### src/rtl/cavlc_enc_arbiter.sv
// Round-robin sharing of one CAVLC block encoder between the luma (src0) and chroma (src1) feeders.
// A single-entry result buffer holds the source-tagged result, and a watchdog bounds the wait for the encoder.
module cavlc_enc_arbiter #(
  parameter int CODE_W  = 128,
  parameter int BIT_W   = 7,
  parameter int XY_W    = 10,
  parameter int TIMEOUT = 32
) (
  input  logic              clk,
  input  logic              rst,
  input  logic [1:0]        req_valid,
  output logic [1:0]        req_ready,
  output logic              grant_sel,
  output logic              enc_cnt_valid,
  input  logic              enc_ready,
  input  logic              enc_valid,
  input  logic [CODE_W-1:0] enc_code,
  input  logic [BIT_W-1:0]  enc_bit,
  input  logic [XY_W-1:0]   enc_x,
  input  logic [XY_W-1:0]   enc_y,
  output logic              res_valid,
  input  logic              res_ready,
  output logic [CODE_W-1:0] res_code,
  output logic [BIT_W-1:0]  res_bit,
  output logic [XY_W-1:0]   res_x,
  output logic [XY_W-1:0]   res_y,
  output logic              res_src,
  output logic              err_timeout
);

  localparam int CNT_W = $clog2(TIMEOUT) + 1;
  localparam logic [CNT_W-1:0] CNT_LAST = CNT_W'(TIMEOUT - 1);

  typedef enum logic [1:0] {IDLE, ISSUE, BUSY, HOLD} state_t;

  state_t           state;
  logic             last_grant;
  logic [CNT_W-1:0] cnt;
  logic             sel_valid;
  logic             handshake;

  // The grant is locked in ISSUE: only the selected source's request is forwarded.
  assign sel_valid     = req_valid[grant_sel];
  assign enc_cnt_valid = (state == ISSUE) & sel_valid;
  assign handshake     = enc_cnt_valid & enc_ready;
  assign req_ready[0]  = handshake & ~grant_sel;
  assign req_ready[1]  = handshake & grant_sel;

  always_ff @(posedge clk or posedge rst) begin
    if (rst) begin
      state       <= IDLE;
      grant_sel   <= 1'b0;
      last_grant  <= 1'b1;
      cnt         <= '0;
      res_valid   <= 1'b0;
      res_code    <= '0;
      res_bit     <= '0;
      res_x       <= '0;
      res_y       <= '0;
      res_src     <= 1'b0;
      err_timeout <= 1'b0;
    end else begin
      err_timeout <= 1'b0;
      case (state)
        IDLE: begin
          if (|req_valid) begin
            grant_sel <= (&req_valid) ? ~last_grant : req_valid[1];
            state     <= ISSUE;
          end
        end
        ISSUE: begin
          if (handshake) begin
            last_grant <= grant_sel;
            cnt        <= '0;
            state      <= BUSY;
          end
        end
        BUSY: begin
          cnt <= cnt + 1'b1;
          // A result arriving on the expiry cycle takes priority over the watchdog.
          if (enc_valid) begin
            res_code  <= enc_code;
            res_bit   <= enc_bit;
            res_x     <= enc_x;
            res_y     <= enc_y;
            res_src   <= grant_sel;
            res_valid <= 1'b1;
            state     <= HOLD;
          end else if (cnt == CNT_LAST) begin
            err_timeout <= 1'b1;
            state       <= IDLE;
          end
        end
        HOLD: begin
          if (res_ready) begin
            res_valid <= 1'b0;
            state     <= IDLE;
          end
        end
        default: state <= IDLE;
      endcase
    end
  end

endmodule

### config.mk
export PLATFORM = sky130hd
export DESIGN_NAME = cavlc_enc_arbiter
export DESIGN_NICKNAME = d
export VERILOG_FILES = /design/src/rtl/cavlc_enc_arbiter.sv
export SDC_FILE = /design/constraint.sdc
export NUM_CORES = 1
export LEC_CHECK = 0
export ABC_AREA = 1
export CAP_MARGIN = 20
export CORE_ASPECT_RATIO = 0.8
export CORE_MARGIN = 8
export CORE_UTILIZATION = 33
export CTS_BUF_LIST = sky130_fd_sc_hd__clkbuf_16
export DETAILED_ROUTE_END_ITERATION = 6
export PLACE_DENSITY = 0.69
export SYNTH_ARGS = -nofsm -noshare
export SYNTH_HDL_FRONTEND = slang
export SYNTH_SLANG_ARGS = --single-unit
### constraint.sdc
create_clock -name clk -period 13.52 [get_ports clk]
set_clock_uncertainty 0.2 [all_clocks]
set_input_delay 2.704 -clock clk [delete_from_list [all_inputs] [get_ports clk]]
set_output_delay 2.704 -clock clk [all_outputs]
set_load 0.03 [all_outputs]
-- Word-level counts from Yosys, hierarchy flattened
Cells that the tools add are included.
- logic and storage cells: 56
- flip-flop bits (word level): 168
- output and inout port bits: 162
- reductions and logical operators: 11
- add/sub/neg operators: 1
- muxes and demuxes: 17
- $lt $le $gt $ge: 1
- bitwise gates (word level): 6
- equal/unequal tests: 9
- operator list (operator ; count):
    $pmux W6 S2 ; 1
    $mux W2 ; 5
    $reduce_and A2 Y1 ; 5
    $mux W1 ; 8
    $ne A2 B2 Y1 const B ; 4
    $pmux W2 S4 ; 1
    $add A6 B1 Y6 const B ; 1
    $eq A6 B5 Y1 const B ; 1
    $mux W6 ; 1
    $and A1 B1 Y1 ; 4
    $eq A2 B2 Y1 const B ; 2
    $reduce_and A4 Y1 ; 1
    $reduce_bool A2 Y1 ; 2
    $ne A3 B3 Y1 const B ; 1
    $reduce_and A3 Y1 ; 1
    $eq A2 B1 Y1 const B ; 1
    $logic_not A2 Y1 ; 1
    $lt A1 B2 Y1 const B ; 1
    $not A1 Y1 ; 2
    $pmux W1 S2 ; 1
    $reduce_or A2 Y1 ; 1

-- Depth between registers and ports, before layout
- word-level depth: 6
- mapped depth: 8
- gate-level depth less buffers: 8

-- Worst setup path after synthesis
OpenSTA, ideal clock, no wires.
- path type: input -> output
- start point: input req_valid[1]
- end point: output req_ready[0]
- setup slack: 6592 ps
- stages on the path: 6
- arrival time: 4024 ps
- buffers on the path: 0
- required time: 10616 ps
- cells stage by stage: inv_1 nand2_1 nand2_1 nor2_1 nand2_1 nor2_1
- word-level cells in the longest chain between the ends: 5
- RTL lines (element ; RTL line ; RTL):
    start: declaration ; 11 ; input logic [1:0] req_valid,
    $mux W1 (not written as such) (2 in a row) ; 43 ; assign sel_valid = req_valid[grant_sel];
    $and A1 B1 Y1 ; 44 ; assign enc_cnt_valid = (state == ISSUE) & sel_valid;
    net enc_cnt_valid ; 14 ; output logic enc_cnt_valid,
    $and A1 B1 Y1 ; 45 ; assign handshake = enc_cnt_valid & enc_ready;
    $and A1 B1 Y1 ; 46 ; assign req_ready[0] = handshake & ~grant_sel;
    end: declaration ; 12 ; output logic [1:0] req_ready,
The timed path passes the listed nets, and every way through them passes these cells. The select of a mux whose other input is x is not followed.

-- Worst setup path after layout
- start point: input req_valid[1]
- end point: output req_ready[0]
- word-level cells in the longest chain between the ends: 5
- RTL lines (element ; RTL line):
    $mux W1 (not written as such) (2 in a row) ; 43
    $and A1 B1 Y1 ; 44
    $and A1 B1 Y1 ; 45
    $and A1 B1 Y1 ; 46
Every way passes these cells. The select of a mux whose other input is x is not followed.

==> metrics <==
post-route ant nets=0; Initial DRC Count=396; Synth Area in Compound Gates=0.9164%; Tot GR Track Use=16.86%; WL per Instance=~16 um; synthesized flop and latch total=168; Fin Setup TNS=0 ns; Num CTS Buffers=17; sequential area share after synthesis=64.17%; vias in the first global route=5903; pwr/cell area=between 200 and 300 nW/um2; Syn Area/Cell=8.681 um2; post-synth top area share=63.76%; uppermost layer routed=met4; area of the core=19630 um2; post-synth cell types=21; Starting Density=33.39%; # DRC=0; global-route wire length before repair=33110 um; area of the multi-input gates=about 2100 um2; Max Freq=134.3 MHz; leading area contributor after synthesis=dfrtp_1; max-cap violations=0; Hold Vio Cnt, Final=0; vias=around 5900; Vias/cell=4.356; CP Capture Type=output port; 1st-pass router iterations=4; simple-gate area share of the yosys netlist=a little under a third; wire length on met3=2573 um; Slew Viols, Final=0; Synth Area in XOR/XNOR=less than 1%; CTS Hold Bufs=0; largest net degree at the start of global routing=99; main combinational cell family by area after synthesis=simple AND/OR/NAND/NOR gates; die area=24650 um2; worst-margin pin slew=0.9898 ns; post-synthesis cell count=roughly 760; Net count, final=1230; Net Count, Synth=about 900; fin crit share=55.05%; post-detail-place hpwl=between 10000 and 15000 um; worst r2r src=state[0]; Syn. warnings=0; CTS tree=built; antenna cells=0; Filler cells=1773; crit start category=primary input; Die Height=142.0 um; most common cell after layout, fill and taps aside=nand2_1; area of the mapped netlist=6554 um2; share of layout cells above drive strength 1=3.611%; RR Endpoint=res_x[7]; Final setup viols=0; Routed met1 length=8909 um; worst setup path category=in2out; reg2reg setup slack=10.42 ns; H-tree depth=4; top cells by area, synth=dfrtp_1 (64%), nand2_1 (28%), buf_4 (1.8%); initial antenna violation count=0; DP Cell Count=1312; RSZ-0062 raised after global routing=false; commonest non-fill, non-tap cells in the layout=nand2_1 (493), clkdlybuf4s50_1 (323), dfrtp_1 (167), inv_1 (17), clkbuf_16 (17); CTS Sinks=about 170; clk buf depth=2; Worst Hold Path EP=res_code[10]; R2R cell count=6; metal2 WL=9105 um; multiplexer share of the synthesized area=0%; boundary pin count=~320; Hold Crit Class=reg2reg; post-route non-filler standard cell count=1344; Worst-Skew Late Latency=roughly 0.42 ns; post_cts resized=0; PortBufs=323; outcome=complete, no violations; num rows=46; Post-Synth Adder-Cell Area=0.1909%; leak pwr=0.005215 uW; Die W=173.6 um; Setup Buffers After CTS=0; Worst-path clk slew=roughly 0.060 ns; relative slew slack=34.01%; crit path DAT=4.54 ns; clock root cell=clkbuf_16; DRT Wirelength=approximately 21000 um; Congestion Overflow GR=0; maximum VDD drop=~0.12 mV; Storage cell area=4205 um2; CP required=around 11 ns; Crit Path Max Fanout=8; area added between synthesis and finish=60.54%; hold path startpoint=res_code[10]; GPL Wtd Cong=0.7827; min cycle time layout=approximately 7.4 ns; Hold Path Depth=2
[through the flow]
stage | utilization, % | area (um2) | hold slack, ns | setup WS, ns | total power, uW
floorplan | - | 6554 | 0.2698 | 6.071 | 1603
global placement | 50.69 | 9950 | 0.2611 | 6.091 | 2180
detailed placement | 50.69 | 9950 | 0.2637 | 6.083 | 2193
CTS | 53.61 | 10520 | 0.2822 | 6.073 | 2686
global route | 53.61 | 10520 | 0.2933 | 5.928 | 2821
finish | 53.61 | 10520 | 0.2760 | 6.077 | 2650
[logic make-up (layout without fill, tap and decap cells)]
kind of cell | Yosys count | count (layout)
DFF | 168 | 168
and+or+nand+nor | 521 | 521
buffers and inverters | 53 | 378
adders and majority gates | 1 | 1
AOI/OAI and AO/OA | 11 | 11
xor gates and xnor gates | 1 | 1
[how the worst max path moves through the flow]
stage                             from           end  slack, ns  cells past startpoint
after floorplan                    rst        cnt[0]       6.07                      1
after global placement    req_valid[1]  req_ready[0]       6.09                      8
after detailed placement  req_valid[1]  req_ready[0]       6.08                      8
after CTS                 req_valid[1]  req_ready[0]       6.07                      8
after global routing      req_valid[0]  req_ready[0]       5.93                      8
final                     req_valid[1]  req_ready[0]       6.08                      8
[cells in the mapped netlist, drive strengths merged]
master and count:
nand4 1, inv 19, o21bai 1, ha 1, dfrtp 167, xnor2 1, nand2 494, dfstp 1
o31ai 1, buf 29, nor2 12, o21ai 7, a21oi 2, nand3 14, clkbuf 5
[sequential cells by signal (all words and copies together), names as in the netlist]
register and cells:
res_src 1, res_x 10, res_bit 7, cnt 6, grant_sel 1, state 2
res_code 128, res_valid 1, last_grant 1, res_y 10, err_timeout 1
[routing by layer]
metal	vias to the layer above	GRT usage [%]
li1	2899	-
met4	0	4.257
met5	-	0
met3	25	9.440
met1	2680	20.87
met2	250	25.07
[power breakdown]
| group | internal, uW | switching [uW] | total, uW |
|---|---|---|---|
| Sequential | 729 | 124 | 854 |
| Combinational | 522 | 800 | 1320 |
| Clock | 259 | 216 | 475 |
[critical path, cell delays in order]
cell,delay [ns]
clkdlybuf4s50_1,0.48
inv_1,0.07
nand2_1,0.06
nand2_1,0.08
nor2_1,0.13
nand2_1,0.19
nor2_1,0.13
clkdlybuf4s50_1,0.70
[layout make-up]
cell class	instances	share of cell area, %
timing repair buffer	327	31.01
sequential	168	39.97
tap	264	3.140
clock buffer	17	4.043
multi-input combinational	534	19.69
clock inverter	15	1.391
inverter	19	0.7492
Power figures use the tool's default switching activity.
==> variant (same settings) <==
The parameter `BIT_W` goes from 7 to 14.
--- a/src/rtl/cavlc_enc_arbiter.sv
+++ b/src/rtl/cavlc_enc_arbiter.sv
@@ -4,3 +4,3 @@
   parameter int CODE_W  = 128,
-  parameter int BIT_W   = 7,
+  parameter int BIT_W   = 14,
   parameter int XY_W    = 10,
Ports: changed (resized enc_bit and res_bit); port bits go from 324 to 338. The function was not compared with the original's and may differ.
==> variant against the original RTL <==
  * Combinational power grew 5%
  * Synthesized cell count grew 3.8%
  * Routed wire length grew 5.7%
  * Sequential cell count grew 7
  * Utilization shrank 0.29 points
  * Critical path depth is the same
  * Total power grew 3.2%
  * Synthesized area grew 3.6%
  * Setup slack gained 20 ps
  * Cell area grew 3.7%
  * Global-route usage grew 0.17 points
  * Hold slack gained 0.64 ps
  * Critical path type unchanged
  * Largest cell class unchanged
  * Highest routed layer is now met5
==> variant: results (changes against the original RTL) <==
M2 GR Usage=26.0% (was 25.1%); compound-gate portion of the synthesized area=0.884% (was 0.916%); Reg2Reg Depth=7 (was 6); GR Layer Usage met3=8.27% (was 9.44%); P_comb=1.38 mW (was 1.32 mW); pre-CTS setup slack=6090 ps (was 6080 ps); first-pass GRT wire length=34200 um (was 33100 um); Core Util, Final=53.3% (was 53.6%); register area share after synthesis=64.5% (was 64.2%); Avg WL per Cell=15.9 um (was 15.5 um); xor and xnor fraction of the mapped netlist area=0.129% (was 0.134%); #MultiIn Comb=555 (was 534); switching pwr=1.19 mW (was 1.14 mW); sequential share of cell area=40.1% (was 40.0%); DR WL met2=9580 um (was 9110 um); Placement Cell Area=10400 um^2 (was 9950 um^2); nonclk buf count=342 (was 327); FILL cells=1857 (was 1773); wl on met1=9580 um (was 8910 um); met3 wire length=2600 um (was 2570 um); buffering overhead=31.3% (was 31.0%); DRT iter0 DRCs=415 (was 396); Multi-input gate area=2150 um^2 (was 2070 um^2); Yosys reg bits=175 (was 168); nets=1280 (was 1230); row cnt=47 (was 46); Area contributors post-synth=dfrtp_1, nand2_1, buf_4, buf_2, nand3_1 (was dfrtp_1, nand2_1, buf_4, nand3_1, inv_1); Clock Power Share=16.9% (was 17.9%); maximum vdd drop=0.124 mV (was 0.120 mV); Commonest cells post-synth=nand2_1, dfrtp_1, inv_1, buf_2, nand3_1 (was nand2_1, dfrtp_1, inv_1, buf_4, nand3_1); leakage power=5.41 nW (was 5.21 nW); Synth Area in Adders=0.184% (was 0.191%); largest net degree at the start of global routing=102 (was 99); via/cell ratio=4.32 (was 4.36); max layer used=met5 (was met4); status=complete, no violations (unchanged); cell count after synthesis=784 (was 755); initial antenna violation count=1 (was 0); GRT met1 Usage=21.3% (was 20.9%); Tightest Pin Transition=1060 ps (was 990 ps); GP Congestion=0.788 (was 0.783); vias in the first global route=6157 (was 5903); top flop regs=res_code: 128 flops, res_bit: 14 flops (was res_code: 128 flops, res_x: 10 flops, res_y: 10 flops); clk tree area frac=5.07% (was 5.43%); Internal=1.54 mW (was 1.51 mW); Total GRT Usage=17.0% (was 16.9%); routed wire length=22100 um (was 20900 um); dpl hpwl=16000 um (was 14900 um); port buffer count=337 (was 323)
## variant: cell types whose count changed in the layout (fill, tap and decap cells not counted), moves of 4 or more
cell / unedited run / this run
dfrtp_1: 167 / 174
inv_6: 2 / 7
nand2_1: 493 / 514
clkinv_4: 5 / 1
clkdlybuf4s50_1: 323 / 337
## variant: final timing paths
kind	from	slack, ps	end
max in group asynchronous	rst	9340	res_code[76]
worst min-delay path	res_code[49]	280	res_code[49]
worst max register to register	state[1]	10710	res_code[40]
min in group asynchronous	rst	2500	res_bit[10]
worst min register to register	res_code[49]	280	res_code[49]
worst max-delay path	req_valid[1]	6100	req_ready[1]
## variant: critical path, stage by stage
cell	delay, ps
clkdlybuf4s50_1	480
inv_1	70
nand2_1	60
nand2_1	60
nor2_1	130
nand2_1	190
nor2_1	140
clkdlybuf4s50_1	680
